==> config.mk <==
export PLATFORM = sky130hd
export DESIGN_NAME = nibble_serial_adder
export DESIGN_NICKNAME = d
export VERILOG_FILES = /design/src/rtl/nibble_serial_adder_pkg.sv /design/src/rtl/nibble_serial_adder_full_adder4.sv /design/src/rtl/nibble_serial_adder.sv
export SDC_FILE = /design/constraint.sdc
export NUM_CORES = 1
export LEC_CHECK = 0
export CELL_PAD_IN_SITES_DETAIL_PLACEMENT = 1
export CELL_PAD_IN_SITES_GLOBAL_PLACEMENT = 1
export CORE_ASPECT_RATIO = 1.2
export CORE_MARGIN = 2
export CORE_UTILIZATION = 40
export CTS_CLUSTER_SIZE = 14
export DETAILED_ROUTE_END_ITERATION = 8
export GPL_ROUTABILITY_DRIVEN = 0
export PLACE_DENSITY = 0.76
export SYNTH_ARGS = -nofsm -noshare
export SYNTH_HDL_FRONTEND = slang
export SYNTH_SLANG_ARGS = --single-unit
==> constraint.sdc <==
create_clock -name clk -period 2.8 [get_ports clk]
set_input_delay 0.7 -clock clk [delete_from_list [all_inputs] [get_ports clk]]
set_output_delay 0.7 -clock clk [all_outputs]
set_load 0.005 [all_outputs]
==> src/rtl/nibble_serial_adder_pkg.sv <==
`default_nettype none
// ============================================================================
// Module   : nibble_serial_adder_pkg
// Purpose  : Shared constants, state type and helpers for nibble_serial_adder.
// Revision : 1.0  initial release
// ============================================================================
package nibble_serial_adder_pkg;

    // Width of the reused arithmetic slice.
    localparam int NIBBLE_W = 4;

    // Sequencer states.
    typedef enum logic [1:0] {
        IDLE = 2'd0,
        RUN  = 2'd1,
        DONE = 2'd2
    } state_t;

    // Nibble counter width. One bit minimum so the counter stays a real
    // vector when only one nibble step is needed.
    function automatic int cnt_width(input int nib);
        return (nib > 1) ? $clog2(nib) : 1;
    endfunction

endpackage
`default_nettype wire

==> src/rtl/nibble_serial_adder_full_adder4.sv <==
`default_nettype none
// ============================================================================
// Module   : full_adder4
// Purpose  : 4-bit ripple-carry adder slice, the arithmetic core that
//            nibble_serial_adder reuses once per cycle.
// Revision : 1.0  initial release
// ============================================================================
module full_adder4 (
    input  logic [3:0] a,
    input  logic [3:0] b,
    input  logic       ci,
    output logic [3:0] s,
    output logic       co
);

    logic [4:0] carry;

    assign carry[0] = ci;

    // One full-adder cell per bit, carry rippling upward.
    for (genvar i = 0; i < 4; i++) begin : g_bit
        assign s[i]       = a[i] ^ b[i] ^ carry[i];
        assign carry[i+1] = (a[i] & b[i]) | (carry[i] & (a[i] ^ b[i]));
    end

    assign co = carry[4];

endmodule
`default_nettype wire

==> src/rtl/nibble_serial_adder.sv <==
`default_nettype none
// ============================================================================
// Module   : nibble_serial_adder
// Purpose  : WIDTH-bit adder built from one 4-bit slice stepped least
//            significant nibble first, with valid/ready on both sides.
//            Optional macro SERIAL_ADD_OVF_EN adds a signed overflow output.
// Revision : 1.0  initial release
// ============================================================================
module nibble_serial_adder
    import nibble_serial_adder_pkg::*;
#(
    parameter int WIDTH = 16
) (
    input  logic             clk,
    input  logic             rst_n,
    input  logic             in_valid,
    output logic             in_ready,
    input  logic [WIDTH-1:0] a,
    input  logic [WIDTH-1:0] b,
    input  logic             c_in,
    output logic             out_valid,
    input  logic             out_ready,
    output logic [WIDTH-1:0] sum,
    output logic             c_out
`ifdef SERIAL_ADD_OVF_EN
    ,
    output logic             ovf
`endif
);

    localparam int NIB   = WIDTH / NIBBLE_W;
    localparam int CNT_W = cnt_width(NIB);

    // Reject widths the nibble sequencer cannot cover exactly.
    if ((WIDTH % NIBBLE_W) != 0 || WIDTH < NIBBLE_W) begin : g_bad_width
        $error("nibble_serial_adder: WIDTH must be a multiple of 4 and >= 4");
    end

    state_t             state;
    logic [WIDTH-1:0]   a_q;
    logic [WIDTH-1:0]   b_q;
    logic [WIDTH-1:0]   sum_q;
    logic               carry_q;
    logic [CNT_W-1:0]   cnt;

    logic [3:0]         slice_sum;
    logic               slice_co;
    logic [WIDTH-1:0]   sum_next;

    full_adder4 u_slice (
        .a  (a_q[3:0]),
        .b  (b_q[3:0]),
        .ci (carry_q),
        .s  (slice_sum),
        .co (slice_co)
    );

    // New nibble enters at the top; after NIB steps the first one sits at bit 0.
    if (WIDTH == NIBBLE_W) begin : g_single
        assign sum_next = slice_sum;
    end else begin : g_multi
        assign sum_next = {slice_sum, sum_q[WIDTH-1:NIBBLE_W]};
    end

`ifdef SERIAL_ADD_OVF_EN
    // Carry into the slice's top bit, recovered from its sum bit.
    logic bit3_carry;
    assign bit3_carry = a_q[3] ^ b_q[3] ^ slice_sum[3];
`endif

    // Sequencer: accept operands, step the slice NIB times, present result.
    always_ff @(posedge clk or negedge rst_n) begin
        if (!rst_n) begin
            state     <= IDLE;
            in_ready  <= 1'b0;
            out_valid <= 1'b0;
            sum       <= '0;
            c_out     <= 1'b0;
            a_q       <= '0;
            b_q       <= '0;
            sum_q     <= '0;
            carry_q   <= 1'b0;
            cnt       <= '0;
`ifdef SERIAL_ADD_OVF_EN
            ovf       <= 1'b0;
`endif
        end else begin
            case (state)
                IDLE: begin
                    in_ready <= 1'b1;
                    if (in_valid && in_ready) begin
                        a_q      <= a;
                        b_q      <= b;
                        carry_q  <= c_in;
                        sum_q    <= '0;
                        cnt      <= '0;
                        in_ready <= 1'b0;
                        state    <= RUN;
                    end
                end
                RUN: begin
                    a_q     <= a_q >> NIBBLE_W;
                    b_q     <= b_q >> NIBBLE_W;
                    sum_q   <= sum_next;
                    carry_q <= slice_co;
                    cnt     <= cnt + 1'b1;
                    if (cnt == CNT_W'(NIB - 1)) begin
                        sum       <= sum_next;
                        c_out     <= slice_co;
                        out_valid <= 1'b1;
`ifdef SERIAL_ADD_OVF_EN
                        ovf       <= bit3_carry ^ slice_co;
`endif
                        state     <= DONE;
                    end
                end
                DONE: begin
                    if (out_ready) begin
                        out_valid <= 1'b0;
                        in_ready  <= 1'b1;
                        state     <= IDLE;
                    end
                end
                default: begin
                    in_ready  <= 1'b0;
                    out_valid <= 1'b0;
                    state     <= IDLE;
                end
            endcase
        end
    end

endmodule
`default_nettype wire

==> key figures, run 1 <==
CTS
  • Insertion delay to the later sink of the worst-skew pair: 0.35 ns
  • CTS sink count: 68
  • Number of H-tree levels: 3
  • Hold_buf cts: 0
  • Maximum buffer depth of the clock tree: 2
  • Root buffer cell: sky130_fd_sc_hd__clkbuf_8
  • Reg clk slew, reported paths: 0.08 ns
  • Number of CTS-inserted buffers: 9
  • Clock tree from TritonCTS: done
  • Post-CTS setup buffers: 0
  • CTS resizes: 0

Power and ir drop
  • Relative contribution of combinational cells to total power: 41.1%
  • Switching portion of total power: 35.4%
  • Net switching power: 1.51 mW
  • Clk network pwr share: 18.8%
  • Largest voltage drop on the vdd net: 483 uV
  • Lkg Pwr: 1.68 nW
  • P per Cell Area: 1130 nW/um^2
  • Overall power after layout: 4.27 mW
  • Internal power: 2.76 mW
  • Share of total power in sequential cells: 40.2%

Logic synthesis
  • Number of flip-flops and latches in the synthesized netlist: 68
  • YS warnings: 0
  • Mean post-synth cell area: 12.6 um^2
  • Top cell type's share of synthesized area: 57.8%
  • Sequential share of the synthesized area: 57.8%
  • Area of the mapped netlist: 2940 um^2
  • Distinct cells, synth: 27
  • Top post-synthesis cells by area: sky130_fd_sc_hd__dfrtp_1 (58%), sky130_fd_sc_hd__o21ai_0 (8.3%), sky130_fd_sc_hd__mux2i_1 (8.2%), sky130_fd_sc_hd__a22o_1 (5.7%), sky130_fd_sc_hd__mux2_2 (5.4%)
  • Total nets after synthesis: 276
  • Number of instances in the synthesized netlist: 234
  • Cell taking the most area after synthesis: sky130_fd_sc_hd__dfrtp_1

Timing
  • Setup clock skew after layout: 0.0128 ns
  • RSZ-0062 raised after global routing: false
  • Max Slew Vio Count: 0
  • Hold violation total from the final report: 0
  • Portion of the clock cycle consumed by the worst path in the final layout: 79.6%
  • Post-route setup slack: 0.571 ns
  • Count of final setup violators: 0
  • Setup Total Neg Slack: 0 ns
  • Hold slack: 0.370 ns
  • Relative slew slack: 49.1%
  • Highest clock rate: 449 MHz
  • Transition time at the pin with the least slew margin: 0.761 ns
  • Final worst path period need: 2.23 ns

Floorplan
  • Total die area: 8070 um^2
  • Core Area: 7190 um^2
  • Die X: 82.3 um
  • Core Rows: 34
  • Initial standard-cell utilization of the core: 41.0%
  • Die boundary height: 98.0 um
  • Number of top-level pins: 56

Layout
  • Highest-count cells in the layout ignoring fill and taps: sky130_fd_sc_hd__dfrtp_1 (68), sky130_fd_sc_hd__clkdlybuf4s50_1 (54), sky130_fd_sc_hd__o21ai_0 (49)
  • Combined flip-flop and latch cell area: 1700 um^2
  • Antenna diode count: 0
  • Layout overhead on the synthesized area: 27.9%
  • Most common library cell in the layout ignoring fill and taps: sky130_fd_sc_hd__dfrtp_1
  • Net count of the finished layout: 332
  • Area of the multi-input gates: 1090 um^2
  • Filler Cell Count: 775
  • Fraction of final layout cells with drive strength greater than 1: 14.2%
  • Non-filler instance count after layout: 385

GRT
  • GR Overflow Total: 0
  • Vias in the first global route: 2151
  • Number of antenna violations at the first check in global routing: 0
  • Pin count of the biggest net entering global routing: 43
  • Total global-route track usage: 17.3%
  • Global-route wire length before repair: 10500 um

Place
  • Number of placed instances, taps included: 369
  • Detail Placement HPWL: 4520 um
  • Minimum setup slack after placement: 0.311 ns
  • IO buf count: 55

Outcome
  • Status: completed

Critical path
  • Data required, critical path: 3.06 ns
  • Maximum net fanout on the critical path: 2
  • Crit path capture type: register
  • Startpoint Class: register
  • Arrival time of the worst setup path: 2.49 ns
  • R2R cell count: 8
  • Critical setup path kind: reg2reg

Route
  • Number of detailed-route iterations in the first pass: 4
  • Remaining DRCs: 0
  • Vias: 2001
  • Average via count per standard cell: 5.20
  • Iteration-0 DRC count of the detailed router: 38
  • ANT nets after route: 0
  • Mean routed wirelength per cell: 16.6 um
  • Final routed wirelength across all metal layers: 6400 um

Run
  • Number of maximum-capacitance violations: 0

Worst hold path
  • Type of the tightest min-delay check: in2async
-- power by group through the flow --
stage | Clock, mW | Sequential, mW | Combinational [mW]
after floorplan | 0 | 1.63 | 1.27
after global placement | 0 | 1.71 | 1.69
after detailed placement | 0 | 1.74 | 1.78
after CTS | 0.828 | 1.72 | 1.79
after global routing | 0.870 | 1.77 | 1.95
final | 0.802 | 1.71 | 1.75
-- routing by layer --
metal	wire length [um]	GRT usage [%]	share of wire (%)
met1	2830	22.9	44
met2	3230	27.2	50
met3	230	2.96	3.6
met4	115	8.46	1.8
met5	0	0	0
-- final cells by class --
class                      count  area share, %
clock buffer                  10           3.66
clock inverter                 6           1.69
inverter                       7          0.698
multi-input combinational    141           29.0
sequential                    68           45.2
tap                           90           2.99
timing repair buffer          63           16.7
-- synth_stat cells --
| library cell | number |
|---|---|
| sky130_fd_sc_hd__nor3b_1 | 1 |
| sky130_fd_sc_hd__buf_6 | 7 |
| sky130_fd_sc_hd__mux2_2 | 14 |
| sky130_fd_sc_hd__o21ai_1 | 8 |
| sky130_fd_sc_hd__or2b_1 | 1 |
| sky130_fd_sc_hd__nand3b_1 | 1 |
| sky130_fd_sc_hd__a21oi_1 | 2 |
| sky130_fd_sc_hd__clkbuf_1 | 6 |
| sky130_fd_sc_hd__ha_1 | 1 |
| sky130_fd_sc_hd__a211oi_1 | 1 |
| sky130_fd_sc_hd__or2_1 | 1 |
| sky130_fd_sc_hd__a21oi_4 | 1 |
| sky130_fd_sc_hd__mux2i_1 | 24 |
| sky130_fd_sc_hd__buf_4 | 2 |
| sky130_fd_sc_hd__o21bai_1 | 1 |
| sky130_fd_sc_hd__inv_1 | 7 |
| sky130_fd_sc_hd__o21ai_0 | 49 |
| sky130_fd_sc_hd__nand2b_1 | 2 |
| sky130_fd_sc_hd__a22o_1 | 19 |
| sky130_fd_sc_hd__fa_1 | 4 |
| sky130_fd_sc_hd__nor2_1 | 2 |
| sky130_fd_sc_hd__dfrtp_1 | 68 |
| sky130_fd_sc_hd__nor2b_1 | 1 |
| sky130_fd_sc_hd__buf_2 | 3 |
| sky130_fd_sc_hd__nand2_1 | 5 |
| sky130_fd_sc_hd__o2bb2ai_1 | 2 |
| sky130_fd_sc_hd__nor3_2 | 1 |
-- registers in the layout (all words and copies together), names as in the netlist --
signal	flops
in_ready	1
b_q	16
sum	16
c_out	1
carry_q	1
state	2
out_valid	1
sum_q	12
a_q	16
cnt	2
-- critical path, cell delays in order, from the launching register on --
cell                      delay [ns]
sky130_fd_sc_hd__dfrtp_1        0.39
sky130_fd_sc_hd__inv_1          0.09
sky130_fd_sc_hd__fa_1           0.17
sky130_fd_sc_hd__inv_1          0.05
sky130_fd_sc_hd__fa_1           0.38
sky130_fd_sc_hd__fa_1           0.38
sky130_fd_sc_hd__inv_1          0.08
sky130_fd_sc_hd__fa_1           0.43
sky130_fd_sc_hd__o21ai_0        0.17
-- cells by family after synthesis --
logic type                 Yosys count  synth area share, %
buffers and inverters               25                 5.35
and+or+nand+nor                     15                 2.85
adders and majority gates            5                 3.14
muxes                               38                 13.5
DFF                                 68                 57.8
AOI/OAI and AO/OA                   83                 17.3
-- final timing paths --
check	from	endpoint	slack (ns)
worst max register to register	a_q[0]	sum[15]	0.57
worst min-delay path	rst_n	sum[7]	0.37
worst max-delay path	a_q[0]	sum[15]	0.57
max in group asynchronous	rst_n	carry_q	1.77
worst min register to register	cnt[0]	cnt[0]	0.50
min in group clk	cnt[0]	cnt[0]	0.50
-- stage by stage --
step / utilization (%) / instance area, um^2
finish: 52.4 / 3760
global route: 52.4 / 3760
CTS: 52.4 / 3760
detailed placement: 49.6 / 3560
global placement: 49.6 / 3560
floorplan: - / 2940
No activity file was read; power rests on OpenSTA's default activity.
==> run 2: changes to the inputs <==
clock period = 2.1 ns   (was 2.8 ns; I/O delays follow)
==> run 2 against run 1 <==
Sequential share of layout area decreased by 0.56 points. Flip-flop and latch count unchanged. Setup slack got worse by 0.58 ns. The run now ends with setup timing left. First-iteration DRC count increased by 150%. Largest cell class unchanged. Global-route usage about the same. Sequential power increased by 34%.
==> key figures, run 2 (same netlist as run 1, synthesis figures left out) <==
Floorplan
  • Initial standard-cell utilization of the core: 41.0%
  • Total die area: 8070 um^2
  • Core Area: 7190 um^2
  • Die X: 82.3 um
  • Number of top-level pins: 56
  • Core Rows: 34
  • Die boundary height: 98.0 um

Timing
  • Portion of the clock cycle consumed by the worst path in the final layout: 100%
  • RSZ-0062 raised after global routing: true
  • Relative slew slack: 73.3%
  • Final worst path period need: 2.11 ns
  • Max Slew Vio Count: 0
  • Setup clock skew after layout: 0.00542 ns
  • Hold violation total from the final report: 0
  • Count of final setup violators: 1
  • Post-route setup slack: -0.00510 ns
  • Transition time at the pin with the least slew margin: 0.401 ns
  • Highest clock rate: 475 MHz

GRT
  • GR Overflow Total: 0
  • Total global-route track usage: 17.3%
  • Number of antenna violations at the first check in global routing: 0
  • Pin count of the biggest net entering global routing: 53
  • Global-route wire length before repair: 10500 um
  • Vias in the first global route: 2199

Critical path
  • Critical setup path kind: reg2reg
  • Arrival time of the worst setup path: 2.37 ns
  • Slowest stage cell on the critical path: sky130_fd_sc_hd__fa_2
  • Sequence of cells on the critical path: inv_2, fa_2, inv_2, fa_2, fa_2, inv_2, fa_2, o2bb2ai_1
  • Longest individual stage delay on the worst path: 0.45 ns
  • Most common cell type on the critical path: sky130_fd_sc_hd__fa_2
  • Startpoint Class: register
  • Data required, critical path: 2.36 ns
  • Crit path capture type: register
  • Maximum net fanout on the critical path: 2

Route
  • Number of detailed-route iterations in the first pass: 4
  • Average via count per standard cell: 5.29
  • Met2 wirelength from detailed routing: 3110 um
  • Final routed wirelength across all metal layers: 6270 um
  • ANT nets after route: 0
  • Iteration-0 DRC count of the detailed router: 94
  • Metal-1 WL: 2770 um
  • Highest routed metal layer: met4
  • Vias: 2047
  • Remaining DRCs: 0
  • Mean routed wirelength per cell: 16.2 um
  • Amount of wire on met3 after detailed routing: 251 um

CTS
  • Reg clk slew, reported paths: 0.07 ns
  • Root buffer cell: sky130_fd_sc_hd__clkbuf_8
  • Insertion delay to the later sink of the worst-skew pair: 0.34 ns
  • Hold_buf cts: 0
  • CTS sink count: 68
  • Number of CTS-inserted buffers: 9
  • Clock tree from TritonCTS: done
  • Maximum buffer depth of the clock tree: 2
  • Number of H-tree levels: 3

Place
  • Number of placed instances, taps included: 371
  • Detail Placement HPWL: 4340 um
  • Post-placement cell area: 3590 um^2
  • IO buf count: 55

Layout
  • Highest-count cells in the layout ignoring fill and taps: sky130_fd_sc_hd__dfrtp_1 (68), sky130_fd_sc_hd__clkdlybuf4s50_1 (54), sky130_fd_sc_hd__o21ai_0 (48)
  • Layout overhead on the synthesized area: 29.5%
  • Most common library cell in the layout ignoring fill and taps: sky130_fd_sc_hd__dfrtp_1
  • Antenna diode count: 0
  • Fraction of final layout cells with drive strength greater than 1: 17.8%
  • Post-route standard cell area excluding fillers: 3810 um^2
  • Registers with the most flip-flops: a_q (16), b_q (16), sum (16)
  • Non-filler instance count after layout: 387
  • Final design utilization: 53.0%
  • Net count of the finished layout: 334

Worst hold path
  • Type of the tightest min-delay check: in2async

Outcome
  • Status: complete, but fails checks
  • Failing checks: setup timing

Run
  • Number of maximum-capacitance violations: 0

Power and ir drop
  • Largest voltage drop on the vdd net: 593 uV
  • Overall power after layout: 5.83 mW
  • P per Cell Area: 1530 nW/um^2
  • Lkg Pwr: 1.70 nW
[run 2: cell count changes in the layout (fill, tap and decap cells not counted), moves of 4 or more]
cell                    change
sky130_fd_sc_hd__fa_1       -4
sky130_fd_sc_hd__fa_2       +4
sky130_fd_sc_hd__inv_1      -4
sky130_fd_sc_hd__inv_2      +4
[run 2: layer usage]
layer | global-route usage [%] | up-vias
li1 | - | 954
met1 | 22.4 | 1026
met2 | 27.0 | 55
met3 | 3.33 | 12
met4 | 9.23 | 0
met5 | 0 | -
[run 2: layout make-up]
cell class	count	area, um^2
Clock inverter	4	47.5
Clock buffer	12	155
Sequential cell	68	1700
Fill cell	756	3380
Inverter	7	26.3
Tap cell	90	113
Multi-Input combinational cell	141	1110
Timing Repair Buffer	65	658
[run 2: power breakdown]
part | leakage, nW | switching (mW) | internal, mW | total [mW]
Clock | 0.102 | 0.486 | 0.610 | 1.10
Sequential | 0.866 | 0.391 | 1.90 | 2.29
Combinational | 0.728 | 1.15 | 1.30 | 2.45
[run 2: final timing paths]
check | depth (start not counted) | slack [ns] | startpoint | endpoint
setup / recovery | 8 | -0.005 | a_q[0] | sum_q[15]
hold / removal | 1 | 0.10 | rst_n | state[1]
setup reg to reg | 8 | -0.005 | a_q[0] | sum_q[15]
hold reg to reg | 1 | 0.49 | cnt[0] | cnt[0]
max in group asynchronous | 2 | 1.39 | rst_n | a_q[6]
min in group clk | 1 | 0.49 | cnt[0] | cnt[0]
[run 2: critical path: cells and delay by family, from the launching register on]
kind,cells,cell delay (ns)
DFF,1,0.39
buffers and inverters,3,0.18
AOI/OAI and AO/OA,1,0.15
adders and majority gates,4,1.31
[run 2: timing repair]
action / CTS / global route
setup endpoints to repair: 3 / 3
buffers inserted: 0 / 0
resized for setup: 3 / 8
pin swaps: 1 / 4
[run 2: per-stage QoR]
stage / hold slack (ns) / setup TNS [ns] / setup slack (ns)
2_1_floorplan: 0.229 / 0 / 0.0516
3_3_place_gp: 0.475 / 0 / 0.00765
3_5_place_dp: 0.475 / -0.173 / -0.0742
4_1_cts: 0.106 / -0.138 / -0.0516
5_1_grt: 0.117 / -0.204 / -0.0803
6_report: 0.104 / -0.00510 / -0.00510
==> run 3: changes to the inputs <==
CAP_MARGIN = 20   (was unset)
PLACE_DENSITY = unset   (was 0.76)
PLACE_DENSITY_LB_ADDON = 0.1   (was unset)
RECOVER_POWER = 25   (was unset)
==> run 3 against run 2 <==
The flow now finishes without violations. Sequential share of layout area down 0.12 points. Worst hold slack gained 0.0096 ns. Via count increased by 0.78%. Non-clock buffer count grew 2. Combinational power about the same. Total power up 2.2%.
==> key figures, run 3 (same netlist as run 1, synthesis figures left out) <==
Place
  • Number of placed instances, taps included: 373
  • IO buf count: 55
  • Detail Placement HPWL: 4380 um
  • Minimum setup slack after placement: -0.0613 ns

GRT
  • Pin count of the biggest net entering global routing: 27
  • Total global-route track usage: 17.9%
  • GR Overflow Total: 0
  • Global-route wire length before repair: 11000 um
  • Vias in the first global route: 2208
  • Number of antenna violations at the first check in global routing: 0

Power and ir drop
  • Clk network pwr share: 20.3%
  • Relative contribution of combinational cells to total power: 41.5%
  • P per Cell Area: 1560 nW/um^2
  • Net switching power: 2.08 mW
  • Overall power after layout: 5.96 mW
  • Switching portion of total power: 34.9%
  • Lkg Pwr: 1.70 nW
  • Largest voltage drop on the vdd net: 603 uV
  • Internal power: 3.88 mW
  • Share of total power in sequential cells: 38.3%

Route
  • Final routed wirelength across all metal layers: 6420 um
  • Iteration-0 DRC count of the detailed router: 68
  • Average via count per standard cell: 5.30
  • Remaining DRCs: 0
  • ANT nets after route: 0
  • Mean routed wirelength per cell: 16.5 um
  • Vias: 2063
  • Number of detailed-route iterations in the first pass: 3

Timing
  • Hold slack: 0.113 ns
  • RSZ-0062 raised after global routing: true
  • Highest clock rate: 481 MHz
  • Post-route setup slack: 0.0197 ns
  • Transition time at the pin with the least slew margin: 0.974 ns
  • Portion of the clock cycle consumed by the worst path in the final layout: 99.1%
  • Hold violation total from the final report: 0
  • Max Slew Vio Count: 0
  • Count of final setup violators: 0
  • Relative slew slack: 35.1%
  • Setup clock skew after layout: 0.00981 ns
  • Final worst path period need: 2.08 ns

Outcome
  • Status: completed

Critical path
  • Data required, critical path: 2.37 ns
  • Critical setup path kind: reg2reg
  • Crit path capture type: register
  • Maximum net fanout on the critical path: 2
  • Arrival time of the worst setup path: 2.35 ns
  • Startpoint Class: register

Layout
  • Final design utilization: 53.2%
  • Combined flip-flop and latch cell area: 1700 um^2
  • Registers with the most flip-flops: a_q (16), b_q (16), sum (16)
  • Most common library cell in the layout ignoring fill and taps: sky130_fd_sc_hd__dfrtp_1
  • Filler Cell Count: 772
  • Net count of the finished layout: 336
  • Area of the multi-input gates: 1120 um^2
  • Highest-count cells in the layout ignoring fill and taps: sky130_fd_sc_hd__dfrtp_1 (68), sky130_fd_sc_hd__clkdlybuf4s50_1 (54), sky130_fd_sc_hd__o21ai_0 (48)
  • Fraction of final layout cells with drive strength greater than 1: 18.4%
  • Layout overhead on the synthesized area: 29.8%
  • Non-filler instance count after layout: 389
  • Antenna diode count: 0

Floorplan
  • Initial standard-cell utilization of the core: 41.0%
  • Total die area: 8070 um^2
  • Core Rows: 34
  • Die boundary height: 98.0 um
  • Die X: 82.3 um
  • Number of top-level pins: 56
  • Core Area: 7190 um^2

CTS
  • Reg clk slew, reported paths: 0.08 ns
  • CTS sink count: 68
  • Post-CTS setup buffers: 0
  • Clock tree from TritonCTS: done
  • Root buffer cell: sky130_fd_sc_hd__clkbuf_8
  • Number of CTS-inserted buffers: 9
  • Maximum buffer depth of the clock tree: 2
  • Insertion delay to the later sink of the worst-skew pair: 0.34 ns
  • Hold_buf cts: 0
  • Number of H-tree levels: 3

Worst hold path
  • Type of the tightest min-delay check: in2async

Run
  • Number of maximum-capacitance violations: 0
run 3: changes by cell type in the layout (fill, tap and decap cells not counted), sizes merged:
cell      delta
clkinv       +2
buf          -1
bufinv       +1
clkbuf       +1
clkinvlp     -1
run 3: cell type report:
type | instances | share of cell area [%]
Inverter | 7 | 0.687
Sequential cell | 68 | 44.5
Clock inverter | 6 | 2.29
Multi-Input combinational cell | 141 | 29.2
Tap cell | 90 | 2.95
Clock buffer | 10 | 3.60
Timing Repair Buffer | 67 | 16.7
run 3: path summary, 6_finish.rpt:
kind / slack (ns) / start / cells after the start / endpoint
worst max-delay path: 0.02 / b_q[0] / 8 / sum[15]
worst min-delay path: 0.11 / rst_n / 1 / sum_q[11]
worst max register to register: 0.02 / b_q[0] / 8 / sum[15]
worst min register to register: 0.48 / cnt[0] / 1 / cnt[0]
max in group asynchronous: 0.74 / rst_n / 2 / sum_q[10]
min in group clk: 0.48 / cnt[0] / 1 / cnt[0]
run 3: worst max-delay path, cell delays in order, from the launching register on:
cell	delay, ns
sky130_fd_sc_hd__dfrtp_1	0.39
sky130_fd_sc_hd__inv_2	0.06
sky130_fd_sc_hd__fa_2	0.19
sky130_fd_sc_hd__inv_2	0.04
sky130_fd_sc_hd__fa_2	0.33
sky130_fd_sc_hd__fa_2	0.34
sky130_fd_sc_hd__inv_2	0.06
sky130_fd_sc_hd__fa_2	0.45
sky130_fd_sc_hd__o21ai_2	0.14
run 3: repair_timing:
action	CTS	global route
hold endpoints to repair	0	0
setup endpoints to repair	3	3
pin swaps	4	3
gates resized for setup	10	3
run 3: power by group through the flow:
stage | combinational (mW) | clock [mW] | sequential [mW]
after floorplan | 1.69 | 0 | 2.18
after global placement | 2.34 | 0 | 2.28
after detailed placement | 2.42 | 0 | 2.31
after CTS | 2.51 | 1.23 | 2.29
after global routing | 2.77 | 1.29 | 2.37
final | 2.47 | 1.21 | 2.28
run 3: metal layers:
metal  track usage, %  vias to the layer above  wire (um)
met5                0                        -          0
met4             7.31                        0        110
met3             3.23                       10        207
met2             28.9                       41       3300
met1             23.5                     1055       2800
li1                 -                      957          -
run 3: metrics by stage:
stage	area (um^2)	TNS, ns
final	3820	0
after global routing	3820	-0.127
after CTS	3830	0
after detailed placement	3580	-0.0940
after global placement	3580	0
after floorplan	2940	0
